==> config.mk <==
export PLATFORM = sky130hd
export DESIGN_NAME = axis_route_arbiter
export DESIGN_NICKNAME = d
export VERILOG_FILES = /design/src/rtl/axis_route_arbiter.sv
export SDC_FILE = /design/constraint.sdc
export NUM_CORES = 1
export LEC_CHECK = 0
export CELL_PAD_IN_SITES_DETAIL_PLACEMENT = 1
export CELL_PAD_IN_SITES_GLOBAL_PLACEMENT = 1
export CORE_ASPECT_RATIO = 0.8
export CORE_MARGIN = 5
export CORE_UTILIZATION = 35
export DETAILED_ROUTE_END_ITERATION = 10
export PLACE_DENSITY = 0.85
export SKIP_LAST_GASP = 1
export SYNTH_ARGS = -nofsm -noshare
export SYNTH_HDL_FRONTEND = slang
export SYNTH_SLANG_ARGS = --single-unit
==> constraint.sdc <==
create_clock -name aclk -period 3.7 [get_ports aclk]
set_input_delay 0.555 -clock aclk [delete_from_list [all_inputs] [get_ports aclk]]
set_output_delay 0.555 -clock aclk [all_outputs]
set_load 0.005 [all_outputs]
==> src/rtl/axis_route_arbiter.sv <==
// axis_route_arbiter: per-destination round-robin packet arbiter for a vFPGA AXIS switch.
// Each source latches a route word while disconnected; each destination locks one source
// from grant until its tlast handshake, then rotates priority past that source.
// Optional per-destination packet counters are built when SWITCH_STATS_EN is defined.
module axis_route_arbiter #(
  parameter int unsigned N_REGIONS = 4,
  parameter int unsigned N_ID      = N_REGIONS,
  parameter int unsigned N_ID_BITS = (N_ID > 1) ? $clog2(N_ID) : 1
) (
  input  logic                               aclk,
  input  logic                               aresetn,
  input  logic [N_REGIONS-1:0][7:0]          io_ctrl,
  input  logic [N_ID-1:0]                    src_tvalid,
  input  logic [N_ID-1:0]                    src_tlast,
  input  logic [N_ID-1:0]                    src_tready,
  output logic [N_ID-1:0]                    gnt_pass,
  output logic [N_ID-1:0][N_ID_BITS-1:0]     gnt_tdest,
  output logic [N_ID-1:0]                    route_err,
  output logic [N_ID-1:0][31:0]              stat_pkt_cnt
);

  localparam int unsigned DEST_W = 4;
  localparam int unsigned CNT_W  = 32;

  typedef enum logic {ST_IDLE = 1'b0, ST_LOCK = 1'b1} state_t;

  state_t               state_q      [N_ID];
  logic [N_ID_BITS-1:0] owner_q      [N_ID];
  logic [N_ID_BITS-1:0] rr_q         [N_ID];
  logic [N_ID-1:0]      route_en_q;
  logic [DEST_W-1:0]    route_dest_q [N_ID];

  logic [N_ID-1:0]      route_ok;
  logic [N_ID-1:0]      req          [N_ID];
  logic [N_ID-1:0]      grant_any;
  logic [N_ID-1:0]      release_d;
  logic [N_ID-1:0]      grant_src;
  logic [N_ID-1:0]      release_src;
  logic [N_ID-1:0]      pass_next;
  logic [N_ID_BITS-1:0] grant_idx    [N_ID];
  logic [N_ID_BITS-1:0] rr_next      [N_ID];
  logic [N_ID_BITS-1:0] sel;

  // Only enable and dest are meaningful; the spare route-word bits are intentionally ignored.
  logic unused_ctrl_bits;
  assign unused_ctrl_bits = ^io_ctrl;

  // Route validity and per-destination request vectors from the latched routes.
  always_comb begin
    route_ok = '0;
    for (int d = 0; d < N_ID; d++) req[d] = '0;
    for (int i = 0; i < N_ID; i++) begin
      route_ok[i] = route_en_q[i]
                 && ({1'b0, route_dest_q[i]} < 5'(N_ID))
                 && (route_dest_q[i] != DEST_W'(i));
    end
    for (int d = 0; d < N_ID; d++) begin
      for (int i = 0; i < N_ID; i++) begin
        req[d][i] = src_tvalid[i] && route_ok[i] && (route_dest_q[i] == DEST_W'(d));
      end
    end
  end

  // Grant search from rr upward in IDLE, release on the owner's tlast handshake in LOCK.
  always_comb begin
    grant_any   = '0;
    release_d   = '0;
    grant_src   = '0;
    release_src = '0;
    sel         = '0;
    for (int d = 0; d < N_ID; d++) begin
      grant_idx[d] = '0;
      rr_next[d]   = rr_q[d];
    end
    for (int d = 0; d < N_ID; d++) begin
      if (state_q[d] == ST_IDLE) begin
        for (int k = 0; k < N_ID; k++) begin
          sel = N_ID_BITS'((32'(rr_q[d]) + 32'(k)) % N_ID);
          if (!grant_any[d] && req[d][sel]) begin
            grant_any[d]   = 1'b1;
            grant_idx[d]   = sel;
            grant_src[sel] = 1'b1;
          end
        end
      end else if (src_tvalid[owner_q[d]] && src_tready[owner_q[d]] && src_tlast[owner_q[d]]) begin
        release_d[d]            = 1'b1;
        release_src[owner_q[d]] = 1'b1;
        rr_next[d]              = N_ID_BITS'((32'(owner_q[d]) + 32'd1) % N_ID);
      end
    end
    pass_next = (gnt_pass & ~release_src) | grant_src;
  end

  // Destination FSMs, route registers and registered grant/error outputs.
  always_ff @(posedge aclk) begin
    if (!aresetn) begin
      for (int d = 0; d < N_ID; d++) begin
        state_q[d] <= ST_IDLE;
        owner_q[d] <= '0;
        rr_q[d]    <= '0;
      end
      for (int i = 0; i < N_ID; i++) route_dest_q[i] <= '0;
      route_en_q <= '0;
      gnt_pass   <= '0;
      gnt_tdest  <= '0;
      route_err  <= '0;
    end else begin
      for (int d = 0; d < N_ID; d++) begin
        if (grant_any[d]) begin
          state_q[d] <= ST_LOCK;
          owner_q[d] <= grant_idx[d];
        end else if (release_d[d]) begin
          state_q[d] <= ST_IDLE;
          rr_q[d]    <= rr_next[d];
        end
      end
      for (int i = 0; i < N_ID; i++) begin
        // A route is frozen from grant until release, so changes land on packet boundaries.
        if (!pass_next[i]) begin
          route_en_q[i]   <= io_ctrl[i][7];
          route_dest_q[i] <= io_ctrl[i][3:0];
        end
        gnt_tdest[i] <= pass_next[i] ? N_ID_BITS'(route_dest_q[i]) : '0;
        route_err[i] <= src_tvalid[i] && !route_ok[i];
      end
      gnt_pass <= pass_next;
    end
  end

`ifdef SWITCH_STATS_EN
  // Delivered-packet counters, one per destination, wrapping naturally.
  always_ff @(posedge aclk) begin
    if (!aresetn) begin
      stat_pkt_cnt <= '0;
    end else begin
      for (int d = 0; d < N_ID; d++) begin
        if (release_d[d]) stat_pkt_cnt[d] <= stat_pkt_cnt[d] + CNT_W'(1);
      end
    end
  end
`else
  assign stat_pkt_cnt = '0;
`endif

endmodule

# After elaboration in Yosys (flattened, before gate mapping)
# Memory sizes are Yosys's and may differ from the RTL's.
# Index checks and enable logic that the tools add are counted.
# op_classes
addsub	16
magnitude_cmp	44
eq_ne	15
muxes	265
bitwise	41
reduce_logical	97
# op_table
operator	n
$mux 4	44
$mux 1	137
$or 4x4->4	19
$logic_and 1x1->1	72
$mux 2	36
$lt 2x3->1 const B	20
$bmux 1 s2	28
$demux 1 s2	20
$ge 2x1->1 const B	20
$eq 4x2->1 const B	8
$or 1x1->1	20
$add 2x1->2 const B	8
$add 2x2->2 const B	8
$eq 4x1->1 const B	4
$logic_not 1->1	16
$logic_not 4->1	4
$lt 4x3->1 const B	4
$ne 4x2->1 const B	2
$reduce_and 2->1	4
$and 4x4->4	1
$ne 4x1->1 const B	1
$not 4->4	1
$reduce_bool 4->1	1
# word_totals
ff_bits	20
ramBits	36
in_bits	46
output_inout_bits	144
elab_cells	492
mem_count	4
# memory_table
memory	depth	word_bits	rd	rd_ports_with_merged_regs	wr	line_no	text
route_dest_q	4	4	4	0	4	31	logic [DEST_W-1:0] route_dest_q [N_ID];
owner_q	4	2	4	0	4	28	logic [N_ID_BITS-1:0] owner_q [N_ID];
rr_q	4	2	4	0	4	29	logic [N_ID_BITS-1:0] rr_q [N_ID];
state_q	4	1	4	0	4	27	state_t state_q [N_ID];

# Longest topological paths before layout
# An unclocked memory read counts as a cell.
# logic_depth
depth_word	63
ltp_mapped	13
ltp_nobuf	10

# Least setup slack after synthesis
# Ideal clock, no wire load.
# synth_timing
path_type	flip-flop to flip-flop
from	memory rr_q[2][0] (netlist name)
to	memory route_dest_q[0][0], enable pin
setup_time_ns	0.310
arrival_ns	2.941
t_required_ns	3.390
path_slack_ns	0.449
path_stages_with_launch	13
synth_period_minus_slack_ns	3.251
path_cell_list	edfxtp_1 > buf_4 > clkinv_1 > ha_1 > clkbuf_1 > nor3b_1 > a211o_1 > a211oi_1 > a211o_1 > and2_0 > a2111o_1 > nor4_4 > nand2b_1
# synth_rtl
element	line_no
start: declaration	29
end: declaration	31

==> summary.md <==
| Metric | Value |
|---|---|
| Most common cell after layout, fill and taps aside | `conb_1` |
| HPWL Detailed | `17,300 µm` |
| Met1 GRT Util | `29.1%` |
| Final hold vios | `0` |
| Ys flop type | `edfxtp_1` |
| P_leak | `2.84 nW` |
| Synthesized instance count | `739` |
| Detailed router's first-iteration violation count | `673` |
| Slew margin rel. | `48.6%` |
| First-pass GRT wire length | `33,900 µm` |
| I/O pins | `190` |
| H-tree Lvls | `2` |
| Ant diodes | `0` |
| Grt met2 use | `33.6%` |
| Setup TNS Final | `0 ps` |
| CTS Sinks | `56` |
| Seq pwr share | `43.6%` |
| Die ar. | `19,800 µm²` |
| RSZ-0062 raised after global routing | `no` |
| Sequential Area | `1450 µm²` |
| Initial antenna violation count | `1` |
| Total congestion overflow | `0` |
| CTS tree | `done` |
| Worst setup path category | `input pin to flip-flop` |
| Register area share after synthesis | `24.2%` |
| Chip Width | `156 µm` |
| Post-synth EDFFs | `33` |
| Via count | `5,884` |
| CTS buffer count | `5` |
| Multi-input logic area | `3740 µm²` |
| Required @ worst endpoint | `3860 ps` |
| Library cells used by synthesis | `78` |
| CTS Buffer Depth | `2` |
| Die Y | `127 µm` |
| Clk Latency, worst-skew pair | `300 ps` |
| Largest net degree at the start of global routing | `32` |
| Comb power frac | `31.3%` |
| Synth Warn # | `0` |
| Root buffer cell | `clkbuf_16` |
| Final period util | `96.1%` |
| Worst setup SP type | `input pin` |
| Synth async-reset ratio | `0%` |
| Most frequent cells in the layout | `128 x conb_1, 66 x buf_4, 57 x nand2_1` |
| GRT Resource Usage Total | `21.5%` |
| Status | `complete, no violations` |
| Peak supply drop | `0.212 mV` |
| Clock skew | `8.46 ps` |
| Critical path arrival | `3720 ps` |
| Post-CTS Repair Setup Buffers | `0` |
| 1st-pass router iterations | `5` |
| Min-delay worst type | `flip-flop to flip-flop` |
| Routed Antenna Nets | `0` |
| Num rows | `42` |
| Vias in the first global route | `5,967` |
| Mapped Area | `5990 µm²` |
| Clk slew on worst S/H paths | `70 ps` |
| Switching portion of total power | `36.5%` |
| Clock power frac | `25.1%` |
| Port Buffers | `49` |
| GR Util met3 | `5.10%` |
| Register bit count reported by yosys | `56` |
| Final min period | `3560 ps` |
| PwrDens | `285 nW/µm²` |
| Core area | `16,700 µm²` |
| Layout Utilization | `40.5%` |
| Detailed-route vias per instance | `5.63` |
| CP Max Fanout | `9` |
| CTS-repair resized insts | `0` |
| Hold-fix buffers at CTS | `0` |
| Busiest layer in global routing | `met2` |
| # fillers | `2,049` |
| Switching power of the nets | `0.703 mW` |
| F_max | `281 MHz` |
| Crit. End Element | `flip-flop` |
| Drt total wl | `22,500 µm` |
| Share of layout cells above drive strength 1 | `11.4%` |
| Final Setup Violations | `0` |
| Wire per inst | `21.5 µm` |
| Power Internal | `1.22 mW` |
| Initial Utilization | `36.0%` |
| Max_cap viols | `0` |
| Post-route setup slack | `143 ps` |
| Pre-CTS setup slack | `-19.9 ps` |
| Final Max Slew Viols | `0` |
| Worst-Margin Slew | `752 ps` |
| Nets | `906` |
| Hold slack | `502 ps` |
| Syn_area_per_cell | `8.11 µm²` |
| Area Growth Syn to Fin | `12.7%` |
| DRC | `0` |
| GPL Wtd Cong | `0.967` |
| Power Total | `1.92 mW` |
sequential cells by signal (all words and copies together), names as in the netlist:
signal and flops:
rr_q 8, route_err 4, state_q 4, route_dest_q 16, gnt_pass 4, route_en_q 4, owner_q 8, gnt_tdest 8
cell usage after synthesis, drive strengths merged, types with 7 or more instances:
master   count  share of area [%]
a211o        8                1.2
a211oi      11                1.5
a21oi       24                2.0
a31oi        8               0.84
and2        10                1.1
and3        27                2.8
buf        144                 18
clkbuf      22                1.4
dfxtp       23                7.7
edfxtp      33                 17
ha          36                7.5
inv         28                1.8
mux2i        7                1.2
nand2       57                3.6
nand2b      17                1.8
nand3       22                1.8
nand4       16                1.7
nor2        39                2.5
nor2b       18                1.9
nor3        30                2.5
nor4        13                1.7
o2111ai      8                1.2
o211ai      10                1.3
o21ai       27                2.4
o22ai        7               0.73
power groups by stage:
stage | clock, mW | combinational [mW] | sequential, mW
4_1_cts | 0.477 | 0.584 | 0.832
6_report | 0.482 | 0.602 | 0.840
5_1_grt | 0.511 | 0.648 | 0.844
2_1_floorplan | 0 | 0.449 | 0.780
3_5_place_dp | 0 | 0.570 | 0.845
3_3_place_gp | 0 | 0.552 | 0.838
routing by layer:
layer	up-vias	share of wire, %
li1	2615	-
met1	2881	43
met2	318	45
met3	68	9.2
met4	2	3.4
met5	-	0.058
worst paths after layout:
path,from,to,slack (ps),cells after the start
worst max-delay path,src_tvalid[3],route_dest_q[0][12],140,10
worst min register to register,route_en_q[1],route_err[1],500,1
worst max register to register,rr_q[2][0],route_dest_q[0][3],210,10
worst min-delay path,route_en_q[1],route_err[1],500,1
area by class of cell:
type	count	share of cell area, %
clock inverter	2	0.167
clock buffer	6	1.91
inverter	31	1.72
tap	220	4.08
multi-input combinational	613	55.4
sequential	56	21.5
timing repair buffer	117	15.2
logic make-up (layout without fill, tap and decap cells):
logic type                 after synthesis  count (layout)  synth area share, %
and+or+nand+nor                        285             285                 26.7
other                                    1             128               0.0626
adders and majority gates               36              36                 7.52
muxes                                    7               7                 1.17
DFF                                     56              56                 24.2
AOI/OAI and AO/OA                      157             157                 19.1
buffers and inverters                  197             156                 21.2
through the flow:
| stage | cells | cell area, µm² |
|---|---|---|
| 2_1_floorplan | 866 | 6470 |
| 4_1_cts | 1045 | 6750 |
| 3_5_place_dp | 1037 | 6610 |
| 3_3_place_gp | 1037 | 6610 |
| 6_report | 1045 | 6750 |
| 5_1_grt | 1045 | 6750 |
critical path, stage by stage:
cell and delay, ps:
clkdlybuf4s50_1 550, nand4bb_2 370, o22ai_1 420, buf_4 190, o32ai_1 90, a32o_1 330
nor4_1 390, buf_4 190, and4_1 400, and3_1 230
Power figures use the tool's default switching activity.
